==> config.mk <==
export PLATFORM = sky130hd
export DESIGN_NAME = backpressure_credit_machine
export DESIGN_NICKNAME = d
export VERILOG_FILES = /design/src/rtl/backpressure_credit_machine.sv
export SDC_FILE = /design/constraint.sdc
export NUM_CORES = 1
export LEC_CHECK = 0
export CORE_MARGIN = 3
export CORE_UTILIZATION = 59
export DETAILED_ROUTE_END_ITERATION = 10
export PLACE_DENSITY = 0.81
export SLEW_MARGIN = 20
export SYNTH_ARGS = -nofsm -noshare
export SYNTH_HDL_FRONTEND = slang
export SYNTH_SLANG_ARGS = --single-unit
==> constraint.sdc <==
create_clock -name clk -period 5.35 [get_ports clk]
set_input_delay 1.07 -clock clk [delete_from_list [all_inputs] [get_ports clk]]
set_output_delay 1.07 -clock clk [all_outputs]
set_load 0.02 [all_outputs]
==> src/rtl/backpressure_credit_machine.sv <==
// Credit-based flow controller for a fixed-latency, free-running arithmetic stage.
// Optional stall counter output is enabled with `define BACKPRESSURE_STALL_CNT_EN.
module backpressure_credit_machine #(
    parameter int LATENCY    = 2,
    parameter int FIFO_DEPTH = 4,
    parameter int DATA_WIDTH = 8,
    parameter int RES_WIDTH  = 8
) (
    input  logic                                clk,
    input  logic                                rst,
    input  logic                                snk_valid,
    input  logic [DATA_WIDTH-1:0]               snk_data,
    output logic                                snk_ready,
    output logic                                issue_valid,
    input  logic [RES_WIDTH-1:0]                res_data,
    output logic                                src_valid,
    output logic [RES_WIDTH+DATA_WIDTH-1:0]     src_data,
    input  logic                                src_ready,
    output logic [$clog2(FIFO_DEPTH+1)-1:0]     fifo_level
`ifdef BACKPRESSURE_STALL_CNT_EN
    ,
    output logic [31:0]                         stall_cnt
`endif
);

    localparam int LW = $clog2(FIFO_DEPTH + 1);
    localparam int PW = (FIFO_DEPTH > 1) ? $clog2(FIFO_DEPTH) : 1;
    localparam int EW = RES_WIDTH + DATA_WIDTH;
    localparam logic [LW-1:0] DEPTH_L  = LW'(FIFO_DEPTH);
    localparam logic [PW-1:0] PTR_LAST = PW'(FIFO_DEPTH - 1);

    logic [LW-1:0]         occ_r;
    logic [LW-1:0]         level_r;
    logic [LATENCY-1:0]    valid_d_r;
    logic [DATA_WIDTH-1:0] data_d_r [LATENCY];
    logic [EW-1:0]         mem_r [FIFO_DEPTH];
    logic [PW-1:0]         wr_ptr_r;
    logic [PW-1:0]         rd_ptr_r;
    logic                  accept_s;
    logic                  pop_s;
    logic                  wr_s;

    // Pointer wrap is explicit so non-power-of-two depths work.
    function automatic logic [PW-1:0] ptr_next(input logic [PW-1:0] p);
        ptr_next = (p == PTR_LAST) ? PW'(0) : p + PW'(1);
    endfunction

    // A pop frees a credit in the same cycle, so a full machine can still accept.
    assign src_valid   = (level_r != LW'(0));
    assign pop_s       = src_valid & src_ready;
    assign snk_ready   = ~rst & ((occ_r < DEPTH_L) | pop_s);
    assign accept_s    = snk_valid & snk_ready;
    assign issue_valid = accept_s;
    assign wr_s        = valid_d_r[LATENCY-1];
    assign src_data    = src_valid ? mem_r[rd_ptr_r] : EW'(0);
    assign fifo_level  = level_r;

    // Valid/sideband delay line matching the external pipeline depth.
    always_ff @(posedge clk or posedge rst) begin
        if (rst) begin
            valid_d_r <= '0;
            for (int i = 0; i < LATENCY; i++) begin
                data_d_r[i] <= '0;
            end
        end else begin
            valid_d_r[0] <= accept_s;
            data_d_r[0]  <= snk_data;
            for (int i = 1; i < LATENCY; i++) begin
                valid_d_r[i] <= valid_d_r[i-1];
                data_d_r[i]  <= data_d_r[i-1];
            end
        end
    end

    // Credit counter: in-flight beats plus FIFO entries.
    always_ff @(posedge clk or posedge rst) begin
        if (rst) begin
            occ_r <= '0;
        end else begin
            case ({accept_s, pop_s})
                2'b10:   occ_r <= occ_r + LW'(1);
                2'b01:   occ_r <= occ_r - LW'(1);
                default: occ_r <= occ_r;
            endcase
        end
    end

    // FIFO pointers and entry count.
    always_ff @(posedge clk or posedge rst) begin
        if (rst) begin
            wr_ptr_r <= '0;
            rd_ptr_r <= '0;
            level_r  <= '0;
        end else begin
            if (wr_s) begin
                wr_ptr_r <= ptr_next(wr_ptr_r);
            end
            if (pop_s) begin
                rd_ptr_r <= ptr_next(rd_ptr_r);
            end
            case ({wr_s, pop_s})
                2'b10:   level_r <= level_r + LW'(1);
                2'b01:   level_r <= level_r - LW'(1);
                default: level_r <= level_r;
            endcase
        end
    end

    // FIFO storage; the exit stage merges the pipeline result with its sideband.
    always_ff @(posedge clk) begin
        if (wr_s) begin
            mem_r[wr_ptr_r] <= {res_data, data_d_r[LATENCY-1]};
        end
    end

`ifdef BACKPRESSURE_STALL_CNT_EN
    // Saturating count of cycles where a valid beat was refused.
    always_ff @(posedge clk or posedge rst) begin
        if (rst) begin
            stall_cnt <= 32'd0;
        end else if (snk_valid && !snk_ready && (stall_cnt != 32'hFFFF_FFFF)) begin
            stall_cnt <= stall_cnt + 32'd1;
        end
    end
`else
    // Stall counting is not built in this configuration.
`endif

endmodule

==> results.md <==
- Outcome: finished, final reports clean
- Cell Rows: 27
- Sequential fraction of the synthesis area: 0.750
- Final standard cell utilization of the core: 0.744
- Wire length of the first global-routing pass: 8.96 mm
- First DRT Iteration DRCs: 57
- Core area: 5610 um2
- Die extent in y: 83.0 um
- Clock sink count: 92
- Largest driver fanout on the critical path: 5
- Filler cells: 342
- Register area: 2620 um2
- Routability Congestion: 0.722
- Count of port buffers added during placement: 41
- Number of antenna violations at the first check in global routing: 0
- Clock share of power: 0.221
- EDFF count, synth: 64
- Cts-stage hold buffer count: 0
- Cell with the largest stage delay on the worst path: sky130_fd_sc_hd__clkdlybuf4s50_1
- Detailed Place HPWL: 3.60 mm
- Die X-Extent: 83.0 um
- DRC: 0
- Routed WL per cell: 18.0 um
- Total count of max-transition violations in the final report: 0
- Combinational fraction of design power: 0.334
- Max_slew headroom: 0.368
- Cts repair resizes: 0
- NetSw: 660 uW
- # H-tree levels: 3
- Syn_area_per_cell: 19.9 um2
- Cell type group with the largest total delay on the critical path: buffers and inverters
- Setup repair after global routing missed its margin: no
- Setup Crit Path Kind: primary input to primary output
- Fraction of synthesis flops using an asynchronous set or reset pin: 0.304
- Area taken by multi-input logic gates: 782 um2
- Top Ports: 42
- Distinct cells, synth: 25
- CP Data Required Time: 4.28 ns
- Switching power as a share of total power: 0.302
- Cell types with the largest area share after synthesis: sky130_fd_sc_hd__edfxtp_1 (55%), sky130_fd_sc_hd__dfrtp_1 (20%), sky130_fd_sc_hd__mux4_2 (10%)
- Clock tree from TritonCTS: done
- Initial Utilization: 0.623
- CP arrival: 2.73 ns
- Post-CTS Setup Repair Bufs: 0
- Tightest hold margin: 0.356 ns
- Via density per instance: 5.38
- Warnings from Yosys: 0
- Peak per-stage delay on the critical path: 0.62 ns
- Post-layout net count: 253
- Number of buffers inserted during clock tree synthesis: 9
- Number of max-capacitance violations reported: 0
- Overall global routing resource usage: 0.172
- Root buffer cell: sky130_fd_sc_hd__clkbuf_8
- Global route overflow: 0
- Most frequent cell on the critical path: sky130_fd_sc_hd__clkdlybuf4s50_1
- Most used flip-flop cell after synthesis: sky130_fd_sc_hd__edfxtp_1
- Worst-Margin Slew: 0.942 ns
- Worst setup SP type: primary input
- Mapped cell area: 3500 um2
- Synthesis-stage register bit count: 92
- Number of search-and-repair iterations in the first detailed-routing pass: 4
- Pleak: 1.53 nW
- Number of setup violations in the final report: 0
- Element type at the critical path end: primary output
- Critical path, cell by cell: clkdlybuf4s50_1 -> o31ai_2 -> a21oi_1 -> and2_1 -> clkdlybuf4s50_1
- Upper clock frequency limit: 263 MHz
- Total power of the final layout: 2.19 mW
- Tmin final: 3.80 ns
- Largest buffer count on any clock path: 2
- Area growth from synthesis to final layout: 19.4%
- Sequential fraction of design power: 0.445
- Synth Net Count: 205
- Share of post-route cells with drive strength above 1: 0.153
- Post-synthesis cell count: 176
- Pin count of the biggest net entering global routing: 29
- Final total negative setup slack: 0 ns
- CP bufs+invs: 2
- Ant. Diodes: 0
- Number of hold violations in the final report: 0
- Peak supply drop: 0.000338 V
- Source-to-sink clock delay at the later pin of the worst-skew pair: 0.34 ns
- Final critical-path share of the clock period: 0.709
- Post-Route Skew: 0.00713 ns
- Final ANT Viol Nets: 0
- Number of vias after detailed routing: 1,619
- Post-route non-filler standard cell count: 301
- Total Die Area: 6880 um2
- Register-to-register path setup slack: 3.03 ns
- Internal power contribution: 1.53 mW
- Most area-hungry cell type in the Yosys netlist: sky130_fd_sc_hd__edfxtp_1
- Number of placed cells counting well taps: 285
- Via count of the first global-routing pass: 1,767
- Area fraction of the dominant cell type after synthesis: 0.550
- Power per Cell Area: 524 nW/um2
- Total wire length: 5.42 mm
- Type of the tightest min-delay check: flop to flop
- CTS clk-pin slew, worst paths: 0.07 ns
final timing paths:
check | endpoint | cells after the start | start
worst min-delay path | data_d_r[3] | 0 | data_d_r[11]
worst max register to register | occ_r[2] | 9 | fifo_level[0]
worst min register to register | data_d_r[3] | 0 | data_d_r[11]
max in group asynchronous | rd_ptr_r[0] | 2 | rst
min in group asynchronous | data_d_r[10] | 2 | rst
worst max-delay path | issue_valid | 5 | src_ready
area by class of cell:
class                           instances  area share
Clock buffer                           10      0.0330
Clock inverter                          6      0.0186
Inverter                               12      0.0108
Multi-Input combinational cell         67       0.187
Sequential cell                        92       0.629
Tap cell                               72      0.0216
Timing Repair Buffer                   42       0.100
sequential cells by signal, summed over array words and instances (netlist names):
register / cells
data_d_r: 16
fifo_level: 3
mem_r: 64
occ_r: 3
rd_ptr_r: 2
valid_d_r: 2
wr_ptr_r: 2
power groups by stage:
stage,clock network (mW),logic [mW],registers (mW)
CTS,0.492,0.744,0.977
global route,0.519,0.788,0.993
finish,0.482,0.731,0.975
global placement,0,0.716,0.981
detailed placement,0,0.741,0.992
floorplan,0,0.526,0.925
metrics by stage:
| stage | setup slack, ns | cell area (um2) |
|---|---|---|
| after global routing | 1.47 | 4170 |
| final | 1.55 | 4170 |
| after detailed placement | 1.57 | 3960 |
| after CTS | 1.46 | 4170 |
| after global placement | 1.62 | 3960 |
| after floorplan | 2.36 | 3500 |
synthesized netlist by cell type, types with 3 or more instances:
library cell / n
sky130_fd_sc_hd__and2_1: 5
sky130_fd_sc_hd__buf_2: 3
sky130_fd_sc_hd__dfrtp_1: 28
sky130_fd_sc_hd__edfxtp_1: 64
sky130_fd_sc_hd__ha_1: 7
sky130_fd_sc_hd__inv_1: 12
sky130_fd_sc_hd__mux4_2: 16
sky130_fd_sc_hd__nor2b_1: 15
sky130_fd_sc_hd__xor2_1: 4
metal layers:
| metal | track usage | up-vias | part of all wire |
|---|---|---|---|
| li1 | - | 748 | - |
| met1 | 0.200 | 831 | 0.40 |
| met2 | 0.314 | 36 | 0.56 |
| met3 | 0.0427 | 4 | 0.038 |
| met4 | 0.0535 | 0 | 0.0079 |
| met5 | 0 | - | 0 |
cells in the final DEF, fill, tap and decap left out, types with 2 or more instances in the layout:
master	n
sky130_fd_sc_hd__and2_1	5
sky130_fd_sc_hd__bufinv_16	2
sky130_fd_sc_hd__clkbuf_8	10
sky130_fd_sc_hd__clkdlybuf4s50_1	41
sky130_fd_sc_hd__clkinv_1	3
sky130_fd_sc_hd__clkinv_2	2
sky130_fd_sc_hd__dfrtp_1	27
sky130_fd_sc_hd__edfxtp_1	64
sky130_fd_sc_hd__fa_1	2
sky130_fd_sc_hd__ha_1	7
sky130_fd_sc_hd__inv_1	11
sky130_fd_sc_hd__mux2i_1	2
sky130_fd_sc_hd__mux4_2	16
sky130_fd_sc_hd__nand2_1	2
sky130_fd_sc_hd__nor2_1	2
sky130_fd_sc_hd__nor2b_1	15
sky130_fd_sc_hd__o21ai_0	2
sky130_fd_sc_hd__xnor2_1	2
sky130_fd_sc_hd__xor2_1	4
logic make-up (layout without fill, tap and decap cells):
group	Yosys count	after routing	share of synthesized area
muxes	19	19	0.112
xor gates and xnor gates	6	6	0.0150
DFF	92	92	0.750
and+or+nand+nor	28	28	0.0501
adders and majority gates	9	9	0.0365
AOI/OAI and AO/OA	5	5	0.0100
buffers and inverters	17	70	0.0261
Note: power is estimated with default switching activity, not from simulation.
